$ cat src/rtl/voice_allocator.sv
// voice_allocator: polyphonic note-to-voice allocator with age-based stealing (optional VOICE_ALLOC_SUSTAIN_EN adds a sustain pedal)
module voice_allocator #(
    parameter int NUM_VOICES = 4,
    parameter int AGE_W      = 8
) (
    input  logic                    CLK,
    input  logic                    RESET,
    input  logic                    ev_valid,
    output logic                    ev_ready,
    input  logic                    ev_on,
    input  logic [7:0]              ev_note,
`ifdef VOICE_ALLOC_SUSTAIN_EN
    input  logic                    sustain,
`endif
    output logic [NUM_VOICES*8-1:0] voice_note,
    output logic [NUM_VOICES-1:0]   voice_gate,
    output logic [NUM_VOICES-1:0]   voice_retrig,
    output logic                    busy
);
    localparam int IW = $clog2(NUM_VOICES);

    typedef enum logic [1:0] {IDLE, SCAN, APPLY} state_t;

    state_t          state, state_nx;
    logic [IW-1:0]   idx;
    logic            lat_on;
    logic [7:0]      lat_note;
    logic [AGE_W-1:0] age [NUM_VOICES];
    logic            match_found, free_found;
    logic [IW-1:0]   match_idx, free_idx, old_idx, tgt;
    logic [AGE_W-1:0] old_age, cur_age;
    logic [7:0]      cur_note;
    logic            cur_gate, first, accept, pend;
    logic [NUM_VOICES-1:0] held;

    // State register; reset aborts any event in flight
    always_ff @(posedge CLK) begin
        if (RESET) state <= IDLE;
        else       state <= state_nx;
    end

    // Next state: a pending sustain release blocks new events for one IDLE cycle
    always_comb begin
        accept   = state == IDLE && ev_valid && !pend;
        state_nx = state == IDLE ? (accept ? SCAN : IDLE)
                 : state == SCAN ? (idx == IW'(NUM_VOICES - 1) ? APPLY : SCAN)
                 : IDLE;
    end

    // FSM outputs
    always_comb begin
        ev_ready = state == IDLE && !pend && !RESET;
        busy     = state != IDLE;
    end

    // Voice under examination this SCAN cycle and the note-on target chosen from the scan results
    always_comb begin
        cur_note = voice_note[8*idx +: 8];
        cur_gate = voice_gate[idx];
        cur_age  = age[idx];
        first    = idx == '0;
        tgt      = match_found ? match_idx : free_found ? free_idx : old_idx;
    end

`ifdef VOICE_ALLOC_SUSTAIN_EN
    logic sus_q;

    // Sustain falling-edge detector; a new edge wins over the IDLE release clearing the flag
    always_ff @(posedge CLK) begin
        if (RESET) begin
            sus_q <= 1'b0;
            pend  <= 1'b0;
        end else begin
            sus_q <= sustain;
            if (sus_q && !sustain) pend <= 1'b1;
            else if (state == IDLE) pend <= 1'b0;
        end
    end
`else
    assign pend = 1'b0;
`endif

    // Event latch, serial scan tracking and the single-cycle apply of voice state
    always_ff @(posedge CLK) begin
        if (RESET) begin
            idx          <= '0;
            lat_on       <= 1'b0;
            lat_note     <= '0;
            match_found  <= 1'b0;
            free_found   <= 1'b0;
            match_idx    <= '0;
            free_idx     <= '0;
            old_idx      <= '0;
            old_age      <= '0;
            voice_note   <= '0;
            voice_gate   <= '0;
            voice_retrig <= '0;
            held         <= '0;
            for (int i = 0; i < NUM_VOICES; i++) age[i] <= '0;
        end else begin
            voice_retrig <= '0;
            if (accept) begin
                lat_on   <= ev_on;
                lat_note <= ev_note;
                idx      <= '0;
            end
            if (state == SCAN) begin
                idx <= idx + 1'b1;
                if (cur_gate && cur_note == lat_note && (first || !match_found)) begin
                    match_found <= 1'b1;
                    match_idx   <= idx;
                end else if (first) begin
                    match_found <= 1'b0;
                end
                if (!cur_gate && (first || !free_found)) begin
                    free_found <= 1'b1;
                    free_idx   <= idx;
                end else if (first) begin
                    free_found <= 1'b0;
                end
                if (first || cur_age > old_age) begin
                    old_idx <= idx;
                    old_age <= cur_age;
                end
            end
            if (state == APPLY && !lat_note[7]) begin
                for (int i = 0; i < NUM_VOICES; i++) begin
                    if (lat_on) begin
                        if (IW'(i) == tgt) begin
                            voice_note[8*i +: 8] <= lat_note;
                            voice_gate[i]        <= 1'b1;
                            voice_retrig[i]      <= 1'b1;
                            held[i]              <= 1'b0;
                            age[i]               <= '0;
                        end else if (age[i] != '1) begin
                            age[i] <= age[i] + 1'b1;
                        end
                    end else if (voice_gate[i] && voice_note[8*i +: 8] == lat_note) begin
`ifdef VOICE_ALLOC_SUSTAIN_EN
                        if (sustain) begin
                            held[i] <= 1'b1;
                        end else begin
                            voice_gate[i] <= 1'b0;
                            held[i]       <= 1'b0;
                        end
`else
                        voice_gate[i] <= 1'b0;
`endif
                    end
                end
            end
            if (state == IDLE && pend) begin
                for (int i = 0; i < NUM_VOICES; i++) begin
                    if (held[i]) begin
                        voice_gate[i] <= 1'b0;
                        held[i]       <= 1'b0;
                    end
                end
            end
        end
    end
endmodule

$ cat config.mk
export PLATFORM = sky130hd
export DESIGN_NAME = voice_allocator
export DESIGN_NICKNAME = d
export VERILOG_FILES = /design/src/rtl/voice_allocator.sv
export SDC_FILE = /design/constraint.sdc
export NUM_CORES = 1
export LEC_CHECK = 0
export ABC_CLOCK_PERIOD_IN_PS = 2200
export CORE_AREA = 4 4 148 150
export DETAILED_ROUTE_END_ITERATION = 10
export DIE_AREA = 0 0 152 154
export PLACE_DENSITY = 0.46
export SETUP_SLACK_MARGIN = 0.4
export SYNTH_ARGS = -nofsm -noshare
export SYNTH_HDL_FRONTEND = slang
export SYNTH_SLANG_ARGS = --single-unit
$ cat constraint.sdc
create_clock -name CLK -period 2.2 [get_ports CLK]
set_input_delay 0.44 -clock CLK [delete_from_list [all_inputs] [get_ports CLK]]
set_output_delay 0.44 -clock CLK [all_outputs]
set_load 0.005 [all_outputs]
==> results of run 1 <==
-- sequential cells by signal, summed over array words and instances, names as in the netlist, 2 cells and up, named ones only --
| signal | flops |
|---|---|
| age | 32 |
| voice_note | 32 |
| lat_note | 8 |
| old_age | 8 |
| voice_gate | 4 |
| voice_retrig | 4 |
| free_idx | 2 |
| idx | 2 |
| match_idx | 2 |
| old_idx | 2 |
| state | 2 |
-- cell usage in the layout, fill, tap and decap left out, types with 23 or more instances in the layout --
cell type,instances
mux2i_1,25
edfxtp_1,32
nor2_1,30
xor2_1,34
dfxtp_1,45
buf_4,60
clkdlybuf4s50_1,51
nand3_1,23
xnor2_1,28
nand2_1,49
-- routing by layer --
metal  part of all wire [%]  vias to the layer above  wire (µm)  global-route usage [%]
li1                       -                     2007          -                       -
met1                     46                     2038       7211                   17.03
met2                     50                       48       7704                   20.79
met3                    2.1                       19        330                   2.308
met4                    1.9                        0        298                   4.495
met5                      0                        -          0                       0
-- worst register-to-register path, stage by stage (launching register included) --
cell     delay (ns)
dfxtp_2        0.34
buf_12         0.13
mux4_2         0.55
ha_4           0.29
nand4_1        0.14
o41ai_2        0.40
a31oi_4        0.07
buf_6          0.16
mux2i_1        0.12
-- power breakdown --
group | total (mW) | switching (mW) | internal, mW
Clock | 1.72 | 0.756 | 0.963
Combinational | 0.552 | 0.281 | 0.271
Sequential | 2.07 | 0.0707 | 2.00
-- layout make-up --
| type | count | share of cell area (%) |
|---|---|---|
| clock inverters | 4 | 0.7885 |
| repair buffers | 135 | 16.94 |
| flip-flops and latches | 103 | 32.54 |
| inverters | 19 | 1.007 |
| well taps | 275 | 4.613 |
| clock buffers | 12 | 3.439 |
| multi-input cells | 351 | 40.66 |
-- metrics by stage --
step / util, % / hold slack [ns] / TNS, ns / power (mW) / std cells
after floorplan: - / 0.4341 / 0 / 2.375 / 494
after global placement: 30.71 / 0.4441 / -0.8015 / 2.539 / 856
after detailed placement: 30.71 / 0.4498 / -1.648 / 2.544 / 856
after CTS: 33.70 / 0.4625 / -0.8599 / 4.304 / 886
after global routing: 36.05 / 0.4760 / -1.810 / 4.533 / 899
final: 36.05 / 0.4592 / -0.9488 / 4.343 / 899
-- kinds of logic (layout without fill, tap and decap cells) --
logic type | Yosys count | in the layout
fa+ha+maj | 14 | 14
mux | 40 | 40
compound gates | 64 | 64
buf+inv | 41 | 170
simple gates | 168 | 169
flops | 103 | 103
xor+xnor | 64 | 64
-- how the worst max path moves through the flow --
stage                        start         end  slack [ns]  cells past startpoint
after floorplan           register  old_age[0]        0.07                      8
after global placement       RESET    ev_ready       -0.08                      4
after global routing      register  old_age[2]       -0.21                      8
after CTS                 register  old_age[3]       -0.12                      9
after detailed placement  register  old_age[2]       -0.12                      9
final                     register  old_age[2]       -0.11                      8
-- timing repair --
action,4_1_cts,5_1_grt
setup endpoints to repair,87,112
setup buffers,12,13
pin swaps,12,26
gates resized for setup,58,89
gates cloned,2,0
==> summary.md, run 1 <==
| Metric | Value |
|---|---|
| Fmax | roughly 430 MHz |
| Min-delay worst type | register to register |
| Antenna diodes | 0 |
| Placer Congestion | 0.8465 |
| Worst-Skew Late Latency | 0.35 ns |
| Num rows | 53 |
| Register area share after synthesis | 46.63% |
| Post-route cell area | 7458 µm² |
| Die height | 154 µm |
| R2R Setup Slk | -0.11 ns |
| Drt drc | 0 |
| Min Tclk post-route | 2.307 ns |
| Reg2Reg Depth | 8 |
| Hold buffer count at CTS | 0 |
| Clock root cell | clkbuf_16 |
| CTS Buf Count | 9 |
| Critical Path AT | 2.54 ns |
| Storage element area | 2427 µm² |
| Most used DFF post-synth | dfxtp_1 |
| CTS tree | built |
| Clk_skew | 0.009653 ns |
| Crit Path Class | register to register |
| Tcrit/Tclk final | 104.9% |
| CTS H-tree depth | 3 |
| Die Width | between 150 and 200 µm |
| Synth Area per Inst | between 10 and 15 µm² |
| Synth Area in Compound Gates | 9.429% |
| Hold Vio Cnt, Final | 0 |
| Vias per cell | 4.574 |
| Critical path required time | approximately 2.4 ns |
| CP peak stage delay | 0.55 ns |
| Most frequent cell after synthesis | dfxtp_1 |
| MaxCap Viol Count | 0 |
| Worst-path cell chain | buf_12 > mux4_2 > ha_4 > nand4_1 > o41ai_2 > a31oi_4 > buf_6 > mux2i_1 |
| Largest net degree at the start of global routing | 29 |
| Final wirelength | ~16 mm |
| Failing checks | negative setup slack |
| Worst-Margin Slew | 0.5643 ns |
| Buffer and inverter count on the worst path | 2 |
| Crit path max fanout | 8 |
| Input/output buffers | 53 |
| Max-Slew Margin vs Limit | between 60% and 70% |
| Register clock-pin slew on the reported worst setup and hold paths | 0.07 ns |
| Post-synthesis xor/xnor area fraction | 10.97% |
| DRT iter0 DRCs | about 230 |
| GRT Total Usage | 12.75% |
| I/O pins | 54 |
| Post-placement setup slack | -0.1198 ns |
| Vias | 4,112 |
| Synth area leader | dfxtp_1 |
| Asr flop ratio synth | 0% |
| Die area | 23,410 µm² |
| DRT Pass-1 Iters | 4 |
| Combinational family with the most area after synthesis | simple AND/OR/NAND/NOR gates |
| # clock sinks | 103 |
| Startpoint Class | register |
| Adder-Cell Fraction of Synth Area | 3.429% |
| Mux share of post-synthesis cell area | 11.09% |
| Simple-gate area share of the yosys netlist | 15.06% |
| CP top delay family | multiplexers |
| # setup viols final | 10 |
| Setup ws final | -0.1073 ns |
| Max VDD drop | 297.8 µV |
| Synth top area cells | dfxtp_1, edfxtp_1, xor2_1 |
| Hold EP | old_age[1] |
| Detailed Place HPWL | 10.89 mm |
| Vias in the first global route | 4,207 |
| Netlist cell types | 47 |
| Seq cells post-synth | 103 |
| YS warnings | 0 |
| Static Leak | 2.831 nW |
| Worst Hold Launch | old_age[1] |
| Post-synth EDFFs | 32 |
| Clock Path Buffers | 2 |
| Syn Nets | 520 |
| Mapped Area | 5109 µm² |
| Hold depth | 2 |
| Slowest CP cell | mux4_2 |
| First-pass GRT wire length | 23.57 mm |
| Cells after Synth | 494 |
| Starting density of the core | around 25% |
| Antenna-violating nets left | 0 |
| Crit end category | register |
| Final Max Slew Viols | 0 |
| RSZ-0062 raised after global routing | true |
| Wire per inst | 17.29 µm |
| Status | complete, but fails checks |
| Critical R2R Capture | old_age[2] |
| Synth top area share | 27.82% |
| Initial antenna violation count | 0 |
| Core Area | 20,690 µm² |
| Fraction of layout cells with a size suffix above 1 | 32.85% |
| Post-DP Area | 6355 µm² |
| Filler Cell Count | 2,061 |
| Gr ovfl total | 0 |
| Leading post-synthesis cells by instance count | dfxtp_1, nand2_1, nor2_1 |
| Multi-input gate area | between 3000 and 4000 µm² |
| Power per cell area | roughly 580 nW/µm² |
| Area delta synth->final | 46.00% |
| Post-layout nets | 645 |
Note: power is estimated with default switching activity, not from simulation.
==> inputs of run 2 (changes only) <==
--- a/config.mk
+++ b/config.mk
@@ -6,10 +6,10 @@
 export NUM_CORES = 1
 export LEC_CHECK = 0
 export ABC_CLOCK_PERIOD_IN_PS = 2200
-export CORE_AREA = 4 4 148 150
+export CORE_AREA = 4 4 107 109
 export DETAILED_ROUTE_END_ITERATION = 10
-export DIE_AREA = 0 0 152 154
-export PLACE_DENSITY = 0.46
+export DIE_AREA = 0 0 111 113
+export PLACE_DENSITY = 0.84
 export SETUP_SLACK_MARGIN = 0.4
 export SYNTH_ARGS = -nofsm -noshare
 export SYNTH_HDL_FRONTEND = slang
==> run 2 against run 1 <==
Effect of this change: the flow still finishes with violations (negative setup slack); first-iteration DRC count grew 92%; non-clock buffer count shrank 16; power shrank 13%; via count grew 5.3%; clock power shrank 30%; critical endpoint unchanged; register-to-register slack lost 0.07 ns.
==> summary.md, run 2 (synthesized netlist as in run 1, its figures left out) <==
| Metric | Value |
|---|---|
| Psw | 1.101 mW |
| Clock Path Buffers | 2 |
| Hold Vio Cnt, Final | 0 |
| Critical Path AT | 2.69 ns |
| Startpoint Class | register |
| Cell internal pwr | 2.691 mW |
| Combinational share of power | 13.5% |
| RSZ-0062 raised after global routing | true |
| Antenna-violating nets left | 0 |
| Failing checks | negative setup slack |
| # setup viols final | 10 |
| Register clock-pin slew on the reported worst setup and hold paths | 0.11 ns |
| # clock sinks | 103 |
| Tcrit/Tclk final | 108.2% |
| Vias in the first global route | 4,234 |
| Slowest CP cell | mux4_2 |
| Initial antenna violation count | 0 |
| Inst Count DP | 712 |
| Max VDD drop | 386.3 µV |
| Filler Cell Count | 720 |
| Commonest non-fill, non-tap cells in the layout | buf_4, clkdlybuf4s50_1, nand2_1 |
| CP peak stage delay | 0.56 ns |
| Critical path required time | about 2.5 ns |
| Static Leak | about 2.7 nW |
| DRT iter0 DRCs | 432 |
| Regs by FF count | age: 32 flops, voice_note: 32 flops |
| Drt drc | 0 |
| I/O pins | 54 |
| Status | complete, but fails checks |
| CTS Buf Count | 9 |
| Starting density of the core | roughly half |
| Crit end category | register |
| Clk_skew | 0.01359 ns |
| Final Max Slew Viols | 0 |
| Die height | 113 µm |
| Switching share of total power | 29.03% |
| Die area | roughly 13,000 µm² |
| Fraction of layout cells with a size suffix above 1 | 34.60% |
| Clock root cell | clkbuf_8 |
| CTS tree | built |
| Wire per inst | about 20 µm |
| Final Util | 66.08% |
| Crit path max fanout | 8 |
| Final wirelength | 14.76 mm |
| Layout Cells excl Fill | 747 |
| Crit Path Class | register to register |
| DRT Pass-1 Iters | 5 |
| Vias per cell | approximately 5.8 |
| Min Tclk post-route | 2.381 ns |
| CTS H-tree depth | 3 |
| Post-layout nets | 628 |
| Vias | 4,328 |
| Placer Congestion | 0.9035 |
| Setup ws final | -0.1807 ns |
| Die Width | 111 µm |
| Antenna diodes | 0 |
| Hold buffer count at CTS | 0 |
| Max-Slew Margin vs Limit | 60.39% |
| Num rows | 38 |
| Gr ovfl total | 0 |
| Core Area | 10,600 µm² |
| Min-delay worst type | register to register |
| Detailed Place HPWL | 9.696 mm |
| First-pass GRT wire length | roughly 22 mm |
| Most common cell after layout, fill and taps aside | buf_4 |
| Clock power frac | 31.6% |
| Reg power frac | 54.8% |
| Fmax | between 400 and 500 MHz |
| Worst-Skew Late Latency | 0.39 ns |
| Worst-path cell chain | buf_12 > mux4_2 > ha_4 > a21oi_1 > o22ai_2 > o21bai_1 > a31oi_1 > buf_4 > mux2i_1 |
| Worst-Margin Slew | between 0.5 and 0.6 ns |
| Area delta synth->final | 37.15% |
| GRT Total Usage | 21.86% |
| Input/output buffers | 53 |
| Power per cell area | 541.2 nW/µm² |
| MaxCap Viol Count | 0 |
| Largest net degree at the start of global routing | 29 |
run 2: changes by cell type in the layout (fill, tap and decap cells not counted), sizes merged:
| cell | before | now |
|---|---|---|
| dlygate4sd2 | 1 | 3 |
| nand2 | 55 | 54 |
| clkinv | 0 | 4 |
| buf | 82 | 66 |
| clkbuf | 13 | 9 |
| bufinv | 1 | 0 |
| clkdlybuf4s50 | 51 | 50 |
run 2: critical path: cells and delay by family (launching register included):
kind                       cells  cell delay [ns]
adders and majority gates      1             0.30
DFF                            1             0.36
muxes                          2             0.77
AOI/OAI and AO/OA              4             0.54
buffers and inverters          2             0.34
run 2: per-layer routing:
layer / GRT usage [%] / part of all wire (%)
met1: 28.84 / 41
met2: 36.41 / 49
met3: 3.369 / 7.1
met4: 8.539 / 3.2
met5: 0 / 0
run 2: final timing paths:
kind	endpoint	startpoint	slack [ns]	cells after the start
setup / recovery	old_age[2]	register	-0.18	9
hold / removal	old_age[7]	old_age[7]	0.47	2
setup reg to reg	old_age[2]	register	-0.18	9
hold reg to reg	old_age[7]	old_age[7]	0.47	2
run 2: final cells by class:
cell class | count | area, µm² | area share [%]
sequential | 103 | 2439 | 34.80
inverter | 19 | 75.07 | 1.071
clock buffer | 9 | 123.9 | 1.768
tap | 140 | 175.2 | 2.500
clock inverter | 7 | 71.32 | 1.018
multi-input combinational | 350 | 3027 | 43.20
timing repair buffer | 119 | 1096 | 15.64
run 2: repair_timing:
item	in CTS	in global routing
buffers inserted	11	7
setup endpoints to repair	97	119
pin swaps	14	21
gates cloned	1	0
gates resized for setup	62	94
run 2: metrics by stage:
stage	worst slack [ns]	hold WS [ns]	area, µm²	power [mW]	setup TNS, ns
floorplan	0.06760	0.4341	5167	2.375	0
global placement	-0.03992	0.4427	6118	2.505	-0.3484
detailed placement	-0.07427	0.4555	6118	2.521	-0.8808
CTS	-0.09118	0.4698	6583	3.708	-0.6659
global route	-0.2787	0.4919	7007	3.925	-2.267
finish	-0.1807	0.4695	7007	3.792	-1.505
run 2: power by group through the flow:
| stage | clock network (mW) | logic [mW] | registers [mW] |
|---|---|---|---|
| after detailed placement | 0 | 0.408 | 2.11 |
| after global routing | 1.29 | 0.553 | 2.09 |
| final | 1.20 | 0.513 | 2.08 |
| after floorplan | 0 | 0.297 | 2.08 |
| after CTS | 1.19 | 0.447 | 2.07 |
| after global placement | 0 | 0.394 | 2.11 |
==> inputs of run 3 (changes only) <==
--- a/config.mk
+++ b/config.mk
@@ -6,9 +6,9 @@
 export NUM_CORES = 1
 export LEC_CHECK = 0
 export ABC_CLOCK_PERIOD_IN_PS = 2200
-export CORE_AREA = 4 4 107 109
+export CORE_AREA = 10 10 113 115
 export DETAILED_ROUTE_END_ITERATION = 10
-export DIE_AREA = 0 0 111 113
+export DIE_AREA = 0 0 123 125
 export PLACE_DENSITY = 0.84
 export SETUP_SLACK_MARGIN = 0.4
 export SYNTH_ARGS = -nofsm -noshare
==> run 3 against run 2 <==
Effect of this change: the flow still finishes with violations (negative setup slack); power rose by 2.5%; fmax is 0.27% lower; design area shrank 0.39%; die area increased by 23%; via count grew 2.5%.
==> summary.md, run 3 (synthesized netlist as in run 1, its figures left out) <==
| Metric | Value |
|---|---|
| Slowest CP cell | mux4_2 |
| Fmax | between 400 and 500 MHz |
| Status | complete, but fails checks |
| Failing checks | negative setup slack |
| Post-layout nets | 643 |
| Die Width | approximately 120 µm |
| Crit Path Class | register to register |
| Hold buffer count at CTS | 0 |
| Most common cell after layout, fill and taps aside | buf_4 |
| Min-delay worst type | register to register |
| # setup viols final | 10 |
| Die height | roughly 130 µm |
| Regs by FF count | age: 32 flops, voice_note: 32 flops |
| Worst-path cell chain | buf_4 > mux4_2 > ha_4 > a21oi_1 > nor2b_1 > o21ai_0 > a31oi_1 > buf_4 > mux2i_1 |
| Tcrit/Tclk final | 108.5% |
| Post-placement setup slack | -0.1076 ns |
| Fraction of layout cells with a size suffix above 1 | 32.85% |
| Initial antenna violation count | 0 |
| Max VDD drop | 383.9 µV |
| Final wirelength | 15.43 mm |
| CTS tree | built |
| DRT Pass-1 Iters | 5 |
| Vias | ~4,400 |
| Clock root cell | clkbuf_8 |
| Worst-Margin Slew | 0.5809 ns |
| Critical path required time | 2.49 ns |
| Final Max Slew Viols | 0 |
| Antenna diodes | 0 |
| Setup ws final | -0.1872 ns |
| Max-Slew Margin vs Limit | 61.22% |
| Input/output buffers | between 50 and 60 |
| Clock Path Buffers | 2 |
| Crit path max fanout | 5 |
| Power per cell area | 557.1 nW/µm² |
| Wire per inst | slightly above 20 µm |
| Clk_skew | 0.01643 ns |
| I/O pins | 54 |
| Largest net degree at the start of global routing | 29 |
| DRT iter0 DRCs | 450 |
| Placer Congestion | 0.9029 |
| GRT Total Usage | 19.22% |
| Die area | between 15,000 and 20,000 µm² |
| Most used cell, CP | buf_4 |
| Crit end category | register |
| Hold Vio Cnt, Final | 0 |
| CTS Buf Count | 9 |
| # clock sinks | slightly above 100 |
| Critical Path AT | around 2.7 ns |
| Core Area | between 10,000 and 15,000 µm² |
| Worst-Skew Late Latency | 0.38 ns |
| Antenna-violating nets left | 0 |
| Filler Cell Count | approximately 710 |
| First-pass GRT wire length | 23.82 mm |
| Area delta synth->final | 36.62% |
| MaxCap Viol Count | 0 |
| Gr ovfl total | 0 |
| Min Tclk post-route | 2.387 ns |
| Startpoint Class | register |
| CP peak stage delay | 0.56 ns |
| Detailed Place HPWL | 10.09 mm |
| CTS H-tree depth | 3 |
| Worst-case hold slack | between 0.4 and 0.5 ns |
| Setup TNS Final | -1.581 ns |
| Static Leak | around 2.7 nW |
| Inst Count DP | ~720 |
| RSZ-0062 raised after global routing | true |
| Layout Cells excl Fill | between 700 and 800 |
| Num rows | 38 |
| Vias per cell | 5.828 |
| Drt drc | 0 |
| Starting density of the core | 48.18% |
| Vias in the first global route | 4,436 |
| Commonest non-fill, non-tap cells in the layout | buf_4, clkdlybuf4s50_1, nand2_1 |
| Register clock-pin slew on the reported worst setup and hold paths | 0.09 ns |
==> run 3: cell types whose count changed in the layout (fill, tap and decap cells not counted), moves of 2 or more <==
cell | previous run | this run
buf_4 | 51 | 72
nor2_2 | 10 | 5
nor2_1 | 21 | 39
dfxtp_2 | 33 | 35
buf_6 | 13 | 7
buf_12 | 2 | 0
and3_4 | 5 | 2
and3_1 | 5 | 8
dlygate4sd2_1 | 3 | 1
nor2_4 | 19 | 6
dfxtp_1 | 34 | 32
clkinv_4 | 3 | 1
==> run 3: path summary, 6_finish.rpt <==
| path | start | to | slack [ns] | cells after the start |
|---|---|---|---|---|
| max | register | old_age[6] | -0.19 | 9 |
| min | old_age[2] | old_age[2] | 0.47 | 2 |
| max reg2reg | register | old_age[6] | -0.19 | 9 |
| min reg2reg | old_age[2] | old_age[2] | 0.47 | 2 |
==> run 3: final cells by class <==
type                            instances  area (µm²)  share of cell area, %
Sequential cell                       103        2441                  34.98
Multi-Input combinational cell        350        2919                  41.83
Clock inverter                          5       71.32                  1.022
Clock buffer                           10       137.6                  1.972
Timing Repair Buffer                  134        1164                  16.67
Inverter                               19       71.32                  1.022
Tap cell                              140       175.2                  2.510
==> run 3: worst max-delay path, delay by kind of cell, from the launching register on <==
kind	cells	cell delay (ns)
DFF	1	0.35
adders and majority gates	1	0.31
buffers and inverters	2	0.33
and+or+nand+nor	1	0.13
muxes	2	0.76
AOI/OAI and AO/OA	3	0.45
==> run 3: stage by stage <==
step | utilization, % | cell area [µm²] | power (mW)
after floorplan | - | 5167 | 2.375
after global placement | 58.01 | 6151 | 2.508
after detailed placement | 58.01 | 6151 | 2.525
after CTS | 63.82 | 6766 | 3.824
after global routing | 65.82 | 6979 | 4.028
final | 65.82 | 6979 | 3.888
==> run 3: per-layer routing <==
layer  global-route usage, %  vias to the layer above  routed length (µm)
li1                        -                     1997                   -
met3                   3.465                       30                1180
met1                   23.81                     2169                6012
met4                   6.648                        0                 347
met5                       0                        -                   0
met2                   32.62                      239                7885
==> run 3: power by group <==
| group | switching (mW) | internal [mW] |
|---|---|---|
| registers | 0.0703 | 2.00 |
| clock network | 0.661 | 0.614 |
| logic | 0.278 | 0.263 |
==> run 3: repair_timing <==
item,CTS,global route
hold endpoints to repair,0,0
endpoints found under the setup margin,88,128
pin swaps,23,7
resized for setup,77,44
setup buffers,17,10
gates cloned,1,0
